==> src/rtl/bcd_counter_n_if.sv <==
`default_nettype none
// +--------------------------------------------------------------------------+
// | bcd_counter_n_if : control/data bundle for bcd_counter_n (rev 1.0)       |
// +--------------------------------------------------------------------------+
interface bcd_counter_n_if #(
  parameter int DIGITS = 4
);
  logic                  ce;
  logic                  l;
  logic                  up;
  logic                  sclr;
  logic [4*DIGITS-1:0]   d;
  logic [4*DIGITS-1:0]   q;
  logic                  tc;
  logic                  ceo;
  logic                  ovf;

  modport master (output ce, l, up, sclr, d, input q, tc, ceo, ovf);
  modport slave  (input ce, l, up, sclr, d, output q, tc, ceo, ovf);
endinterface
`default_nettype wire

==> src/rtl/bcd_counter_n.sv <==
`default_nettype none
// +--------------------------------------------------------------------------+
// | bcd_counter_n : N-digit loadable, cascadable up/down BCD counter (rev 1.0)|
// +--------------------------------------------------------------------------+
module bcd_counter_n #(
  parameter int DIGITS = 4,
  parameter int SAT    = 0
) (
  input  wire logic      clk,
  input  wire logic      clr_n,
  bcd_counter_n_if.slave bus
);
  localparam logic [3:0] c_nine = 4'd9;

  logic [4*DIGITS-1:0] r_q;
  logic                r_ovf;
  logic [4*DIGITS-1:0] w_q_cnt;
  logic [4*DIGITS-1:0] w_d_clamp;
  logic [3:0]          w_cur;
  logic [3:0]          w_ld;
  logic                w_all9;
  logic                w_all0;
  logic                w_tc;

  // Ripple carry/borrow: w_all9/w_all0 hold "all lower digits are 9/0" on entry to digit k.
  always_comb begin
    w_all9    = 1'b1;
    w_all0    = 1'b1;
    w_q_cnt   = '0;
    w_d_clamp = '0;
    w_cur     = 4'd0;
    w_ld      = 4'd0;
    for (int k = 0; k < DIGITS; k++) begin
      w_cur = r_q[4*k +: 4];
      w_ld  = bus.d[4*k +: 4];
      if (bus.up)
        w_q_cnt[4*k +: 4] = !w_all9 ? w_cur : ((w_cur == c_nine) ? 4'd0 : w_cur + 4'd1);
      else
        w_q_cnt[4*k +: 4] = !w_all0 ? w_cur : ((w_cur == 4'd0) ? c_nine : w_cur - 4'd1);
      w_d_clamp[4*k +: 4] = (w_ld > c_nine) ? c_nine : w_ld;
      w_all9 = w_all9 & (w_cur == c_nine);
      w_all0 = w_all0 & (w_cur == 4'd0);
    end
    w_tc = bus.up ? w_all9 : w_all0;
  end

  always_ff @(posedge clk or negedge clr_n) begin
    if (!clr_n) begin
      r_q   <= '0;
      r_ovf <= 1'b0;
    end else if (bus.sclr) begin
      r_q   <= '0;
      r_ovf <= 1'b0;
    end else if (bus.l) begin
      r_q   <= w_d_clamp;
      r_ovf <= 1'b0;
    end else if (bus.ce) begin
      r_ovf <= r_ovf | w_tc;
      // Saturating build freezes q at the limit; wrapping build lets the chain roll over.
      if (!((SAT != 0) && w_tc))
        r_q <= w_q_cnt;
    end
  end

  assign bus.q   = r_q;
  assign bus.ovf = r_ovf;
  assign bus.tc  = w_tc;
  assign bus.ceo = bus.ce & w_tc;
endmodule
`default_nettype wire

==> src/flat_wrapper.sv <==
// flat-port wrapper written by rule: the top's interface ports become plain ports
module bcd_counter_n_flat 
#(
  parameter int DIGITS = 4,
  parameter int SAT    = 0
)
  (clk, clr_n, bus_ce, bus_l, bus_up, bus_sclr, bus_d, bus_q, bus_tc, bus_ceo, bus_ovf);
  bcd_counter_n_if #(.DIGITS(DIGITS)) bus_i ();
  input  wire logic clk;
  input  wire logic clr_n;
  input wire logic [$bits(bus_i.ce)-1:0] bus_ce;
  input wire logic [$bits(bus_i.l)-1:0] bus_l;
  input wire logic [$bits(bus_i.up)-1:0] bus_up;
  input wire logic [$bits(bus_i.sclr)-1:0] bus_sclr;
  input wire logic [$bits(bus_i.d)-1:0] bus_d;
  output wire logic [$bits(bus_i.q)-1:0] bus_q;
  output wire logic [$bits(bus_i.tc)-1:0] bus_tc;
  output wire logic [$bits(bus_i.ceo)-1:0] bus_ceo;
  output wire logic [$bits(bus_i.ovf)-1:0] bus_ovf;
  assign bus_i.ce = bus_ce;
  assign bus_i.l = bus_l;
  assign bus_i.up = bus_up;
  assign bus_i.sclr = bus_sclr;
  assign bus_i.d = bus_d;
  assign bus_q = bus_i.q;
  assign bus_tc = bus_i.tc;
  assign bus_ceo = bus_i.ceo;
  assign bus_ovf = bus_i.ovf;
  bcd_counter_n #(.DIGITS(DIGITS), .SAT(SAT)) u_core (.clk(clk), .clr_n(clr_n), .bus(bus_i));
endmodule
==> config.mk <==
export PLATFORM = sky130hd
export DESIGN_NAME = bcd_counter_n_flat
export DESIGN_NICKNAME = d
export VERILOG_FILES = /design/src/rtl/bcd_counter_n_if.sv /design/src/rtl/bcd_counter_n.sv /design/src/flat_wrapper.sv
export SDC_FILE = /design/constraint.sdc
export NUM_CORES = 1
export LEC_CHECK = 0
export CORE_ASPECT_RATIO = 0.7
export CORE_UTILIZATION = 40
export CTS_CLUSTER_SIZE = 16
export DETAILED_ROUTE_END_ITERATION = 12
export DONT_BUFFER_PORTS = 1
export GPL_TIMING_DRIVEN = 0
export PLACE_DENSITY_LB_ADDON = 0.2
export REMOVE_ABC_BUFFERS = 1
export SETUP_SLACK_MARGIN = 0.02
export SYNTH_ARGS = -nofsm -noshare
export SYNTH_HDL_FRONTEND = slang
export SYNTH_SLANG_ARGS = --single-unit
==> constraint.sdc <==
create_clock -name clk -period 2.8 [get_ports clk]
set_clock_uncertainty 0.15 [all_clocks]
set_input_delay 0.28 -clock clk [delete_from_list [all_inputs] [get_ports clk]]
set_output_delay 0.28 -clock clk [all_outputs]
set_load 0.05 [all_outputs]
; ---- Yosys cells after proc, flatten, opt, wreduce, memory -nomap -nowiden
; Index checks and enable logic that the tools add are counted.
[op_classes]
addsub = 8
n_lt_le_gt_ge = 4
n_eq_ne = 7
mux = 29
bitwise_logic = 8
n_reduce_logical = 11
[op_table]
columns = cell, count
row1 = 2-to-1 mux 4 bit, 22
row2 = 2-to-1 mux 16 bit, 3
row3 = adder 4 x 1 -> 4 bit (second input constant), 4
row4 = == test 4 bit (second input constant), 4
row5 = greater-than comparator 4 bit (second input constant), 4
row6 = zero test 4 bit, 4
row7 = subtractor 4 x 1 -> 4 bit (second input constant), 4
row8 = != test 4 x 2 -> 1 bit (second input constant), 3
row9 = nonzero test 4 bit, 3
row10 = AND reduction 3 bit, 3
row11 = bitwise AND 1 bit, 7
row12 = 2-to-1 mux 1 bit, 4
row13 = nonzero test 3 bit, 1
row14 = bitwise OR 1 bit, 1
[word_totals]
reg_bits = 17
input_bits = 22
out_inout_bits = 19
wordCells = 72

; ---- Depth between registers and ports, before layout
[depth]
ltp_word = 9
depth_mapped = 7
ltp_nobuf = 7

; ---- Least setup slack after synthesis
; No wires, ideal clock.
[synth_timing]
kind = register to output
start = register u_core.r_q[12] (netlist: u_core.bus.q[12])
end = output bus_ceo
arrival_time_ns = 2.859
required_ns = 2.370
slack_ns = -0.489
stages_incl_launch_ff = 6
path_buffers = 0
cell_sequence = dfrtp_1 inv_1 ha_1 or3b_2 o22ai_1 and2_1
[synth_between]
elab_chain_cells = 4
elab_cells_between_ends = 6
[synth_rtl]
columns = item, line_no
row1 = start: declaration, bcd_counter_n.sv:15  ; logic [4*DIGITS-1:0] r_q;
row2 = start signal: assignment, bcd_counter_n.sv:55  ; r_q <= w_d_clamp;
row3 = start signal: assignment, bcd_counter_n.sv:61  ; r_q <= w_q_cnt;
row4 = == test 4 bit / zero test 4 bit (equally long branches), "bcd_counter_n.sv:41, bcd_counter_n.sv:42"
row5 = "bitwise AND 1 bit, on equally long branches", "bcd_counter_n.sv:41, bcd_counter_n.sv:42"
row6 = 2-to-1 mux 1 bit (*), bcd_counter_n.sv:44  ; w_tc = bus.up ? w_all9 : w_all0;
row7 = net bus_tc, flat_wrapper.sv:17  ; output wire logic [$bits(bus_i.tc)-1:0] bus_tc;
row8 = bitwise AND 1 bit (*), bcd_counter_n.sv:68  ; assign bus.ceo = bus.ce & w_tc;
row9 = end: declaration, flat_wrapper.sv:18  ; output wire logic [$bits(bus_i.ceo)-1:0] bus_ceo;
; Mark *: on every way through the listed nets, which the timed path passes. The rest lies on a longest branch.

; ---- Worst setup path after layout
[layout_timing]
start = register u_core.r_q[5] (netlist: u_core.bus.q[5])
end = output bus_ceo
[layout_between]
elab_chain_cells = 6
elab_cells_between_ends = 10
[layout_rtl]
columns = item, line_no
row1 = == test 4 bit / zero test 4 bit (equally long branches), "bcd_counter_n.sv:41, bcd_counter_n.sv:42"
row2 = "bitwise AND 1 bit, on equally long branches (3 in a row)", "bcd_counter_n.sv:41, bcd_counter_n.sv:42"
row3 = 2-to-1 mux 1 bit (*), bcd_counter_n.sv:44
row4 = net bus_tc, flat_wrapper.sv:17
row5 = bitwise AND 1 bit (*), bcd_counter_n.sv:68
; Marks and branches as above.

==> flow_metrics.tcl <==
set metrics [dict create \
    dieArea_sq_um 4646 \
    clk_latency_ns 0.26 \
    antenna_left 0 \
    cp-start-kind "register" \
    synth_edf_count 0 \
    crit_buf_inv 1 \
    nets 251 \
    hold_class "in2reg" \
    crit_type "reg2out" \
    post-route-period-util_pct 97.53 \
    yosysMostFrequentCell "inv_1" \
    synth_area_leaders "dfrtp_1 (24%), ha_1 (7.2%), a21oi_1 (4.3%), inv_1 (4.3%), o21ai_0 (4.3%)" \
    p_leak_nw 0.7491 \
    synth_seq_area_share_pct 24.32 \
    setup_ws_ns 0.06914 \
    end_kind "output pin" \
    drt_wl_total_microns 4845 \
    synth_top_area_share_pct 24.32 \
    htree_levels 1 \
    finalCriticalPeriod_ns 2.731 \
    syn_area_sq_um 1749 \
    io_pins 41 \
    grt_max_degree 30 \
    vias_per_cell 6.089 \
    num_vias 1644 \
    syn_avg_cell_area_sq_um 8.174 \
    numCtsBuffers 3 \
    yosys-top-cells-count "inv_1 (20), dfrtp_1 (17), a21oi_1 (15), o21ai_0 (15), nor2_1 (13)" \
    slew_headroom_pct 42.60 \
    drc 0 \
    synthCells 214 \
    synth_area_leader_cell "dfrtp_1" \
    overflow 0 \
    required_ns 2.37 \
    wl_per_cell_microns 17.94 \
    maxCapViolCount 0 \
    ys_ff_latch 17 \
    insertedDiodeCount 0 \
    path_cells "inv_4 -> ha_2 -> and3b_2 -> nand4_4 -> o22ai_4 -> and2_4" \
    finalHoldViolations 0 \
    gp_congestion 0.7802 \
    dp_slack_ns -0.7724 \
    grt_pass1_wl_microns 8024 \
    crit_path_max_incr_delay_ns 0.60 \
    ys.flop_type "dfrtp_1" \
    worst_slew_pin_slew_ns 0.8581 \
    outcome "finished clean" \
    grt_pass1_vias 1561 \
    start_util_pct 43.03 \
    slew_violations 0 \
    cts_tree "yes" \
    place_hpwl_microns 3239 \
    antenna_found_initial 0 \
    die_h_microns 57.33 \
    grt_usage_pct 22.98 \
    critPathMaxFanout 7 \
    yosys_warnings 0 \
    setup_viol 0 \
    async_flop_share_pct 100.0 \
    coreArea_sq_um 4065 \
    max_freq_mhz 366.2 \
    cts-root-buf "clkbuf_8" \
    drive_above_1_share_pct 22.02 \
    cpMaxStageDelayCell "dfrtp_4" \
    stdcell_area_sq_um 1997 \
    peakVddDrop_mv 0.3202 \
    rsz0062_at_grt "no" \
    placed_cell_area_sq_um 1729 \
    syn2layout_area_growth_pct 14.16 \
    power.density_nw_per_um2 418.3 \
    holdWs_ns 0.01631 \
    path_delay_family "simple AND/OR/NAND/NOR gates" \
    drtIter0Drc 96 \
    die_w_microns 81.04 \
    max-clock-path-buffers 2 \
    port_buffers 0 \
    worst_ep_arrival_time_ns 2.30 \
    first_pass_iters 4 \
    synth_cell_types 54 \
    rows 19 \
    clkTransAtPathRegs_ns 0.08 \
    clock_sinks 17 \
]
metrics by stage:
step / utilization [%] / setup TNS, ns / instances / power, W
2_1_floorplan: - / -0.9262 / 201 / 0.0005364
3_3_place_gp: 42.54 / -1.687 / 253 / 0.0005806
3_5_place_dp: 42.54 / -1.669 / 253 / 0.0005800
4_1_cts: 47.68 / 0 / 268 / 0.0008244
5_1_grt: 49.12 / 0 / 270 / 0.0008846
6_report: 49.12 / 0 / 270 / 0.0008354
path summary, 6_finish.rpt:
check,start,to,slack [ns],cells past startpoint
setup / recovery,u_core.bus.q[5],bus_ceo,0.07,6
hold / removal,bus_d[1],u_core.bus.q[1],0.02,2
setup reg to reg,u_core.bus.q[2],u_core.bus.q[11],0.38,6
hold reg to reg,u_core.bus.q[13],u_core.bus.q[13],0.68,1
max in group asynchronous,clr_n,u_core.bus.q[12],1.45,1
min in group asynchronous,clr_n,u_core.bus.q[6],0.42,1
area by class of cell:
type / instances / area (sq um)
repair buffers: 13 / 105.1
fillers: 379 / 2068
well taps: 52 / 65.06
inverters: 20 / 80.08
clock buffers: 4 / 45.04
flip-flops and latches: 17 / 450.4
multi-input cells: 164 / 1251
placed cells by master (no fill, tap or decap), types with 3 or more instances in the layout:
cell type,instances
a21oi_1,15
mux2i_1,7
o21bai_1,3
nand2_1,11
mux2_2,3
ha_4,3
nor4_1,3
clkbuf_8,3
nor3_1,7
nor2_1,13
nand3_1,11
ha_1,6
dfrtp_4,5
dlygate4sd3_1,5
inv_2,4
a211oi_1,3
buf_4,5
inv_1,14
o211ai_1,6
o32ai_1,3
nand2b_1,5
o21ai_0,15
dfrtp_1,7
a311oi_1,4
and3_1,4
a31oi_1,3
dfrtp_2,5
flip-flops by register name, indices dropped and copies added, names as in the netlist:
signal	cells
u_core.bus.ovf	1
u_core.bus.q	16
worst reg2reg max path: cells and delay by family, from the launching register on:
| kind | cells | cell delay [ns] |
|---|---|---|
| flip-flops | 1 | 0.86 |
| AND/OR/NAND/NOR | 2 | 0.50 |
| multiplexers | 1 | 0.35 |
| AO/OA/AOI/OAI | 2 | 0.30 |
| buffers and inverters | 1 | 0.16 |
logic make-up after synthesis:
| logic type | Yosys count | share of synthesized area, % |
|---|---|---|
| fa+ha+maj | 10 | 7.153 |
| mux | 11 | 6.581 |
| flops | 17 | 24.32 |
| compound gates | 69 | 27.18 |
| xor+xnor | 2 | 1.002 |
| simple gates | 72 | 24.61 |
| buf+inv | 33 | 9.155 |
report_power, final:
part           leakage (nW)  internal (W)  switching (W)
Sequential            0.209      0.000268       0.000127
Clock                0.0228      0.000101      0.0000981
Combinational         0.518      0.000119       0.000123
Total                 0.749      0.000488       0.000347
timing repair:
item	4_1_cts	5_1_grt
hold buffers	5	0
pin swaps	3	2
gates resized for setup	29	12
endpoints found under the hold margin	25	0
endpoints found under the setup margin	3	1
setup buffers	6	2
metal layers:
metal | track usage, % | routed length, microns
met5 | 0 | 0
met4 | 2.551 | 8
met3 | 5.920 | 476
met1 | 34.26 | 2264
met2 | 34.21 | 2095
Power figures use the tool's default switching activity.
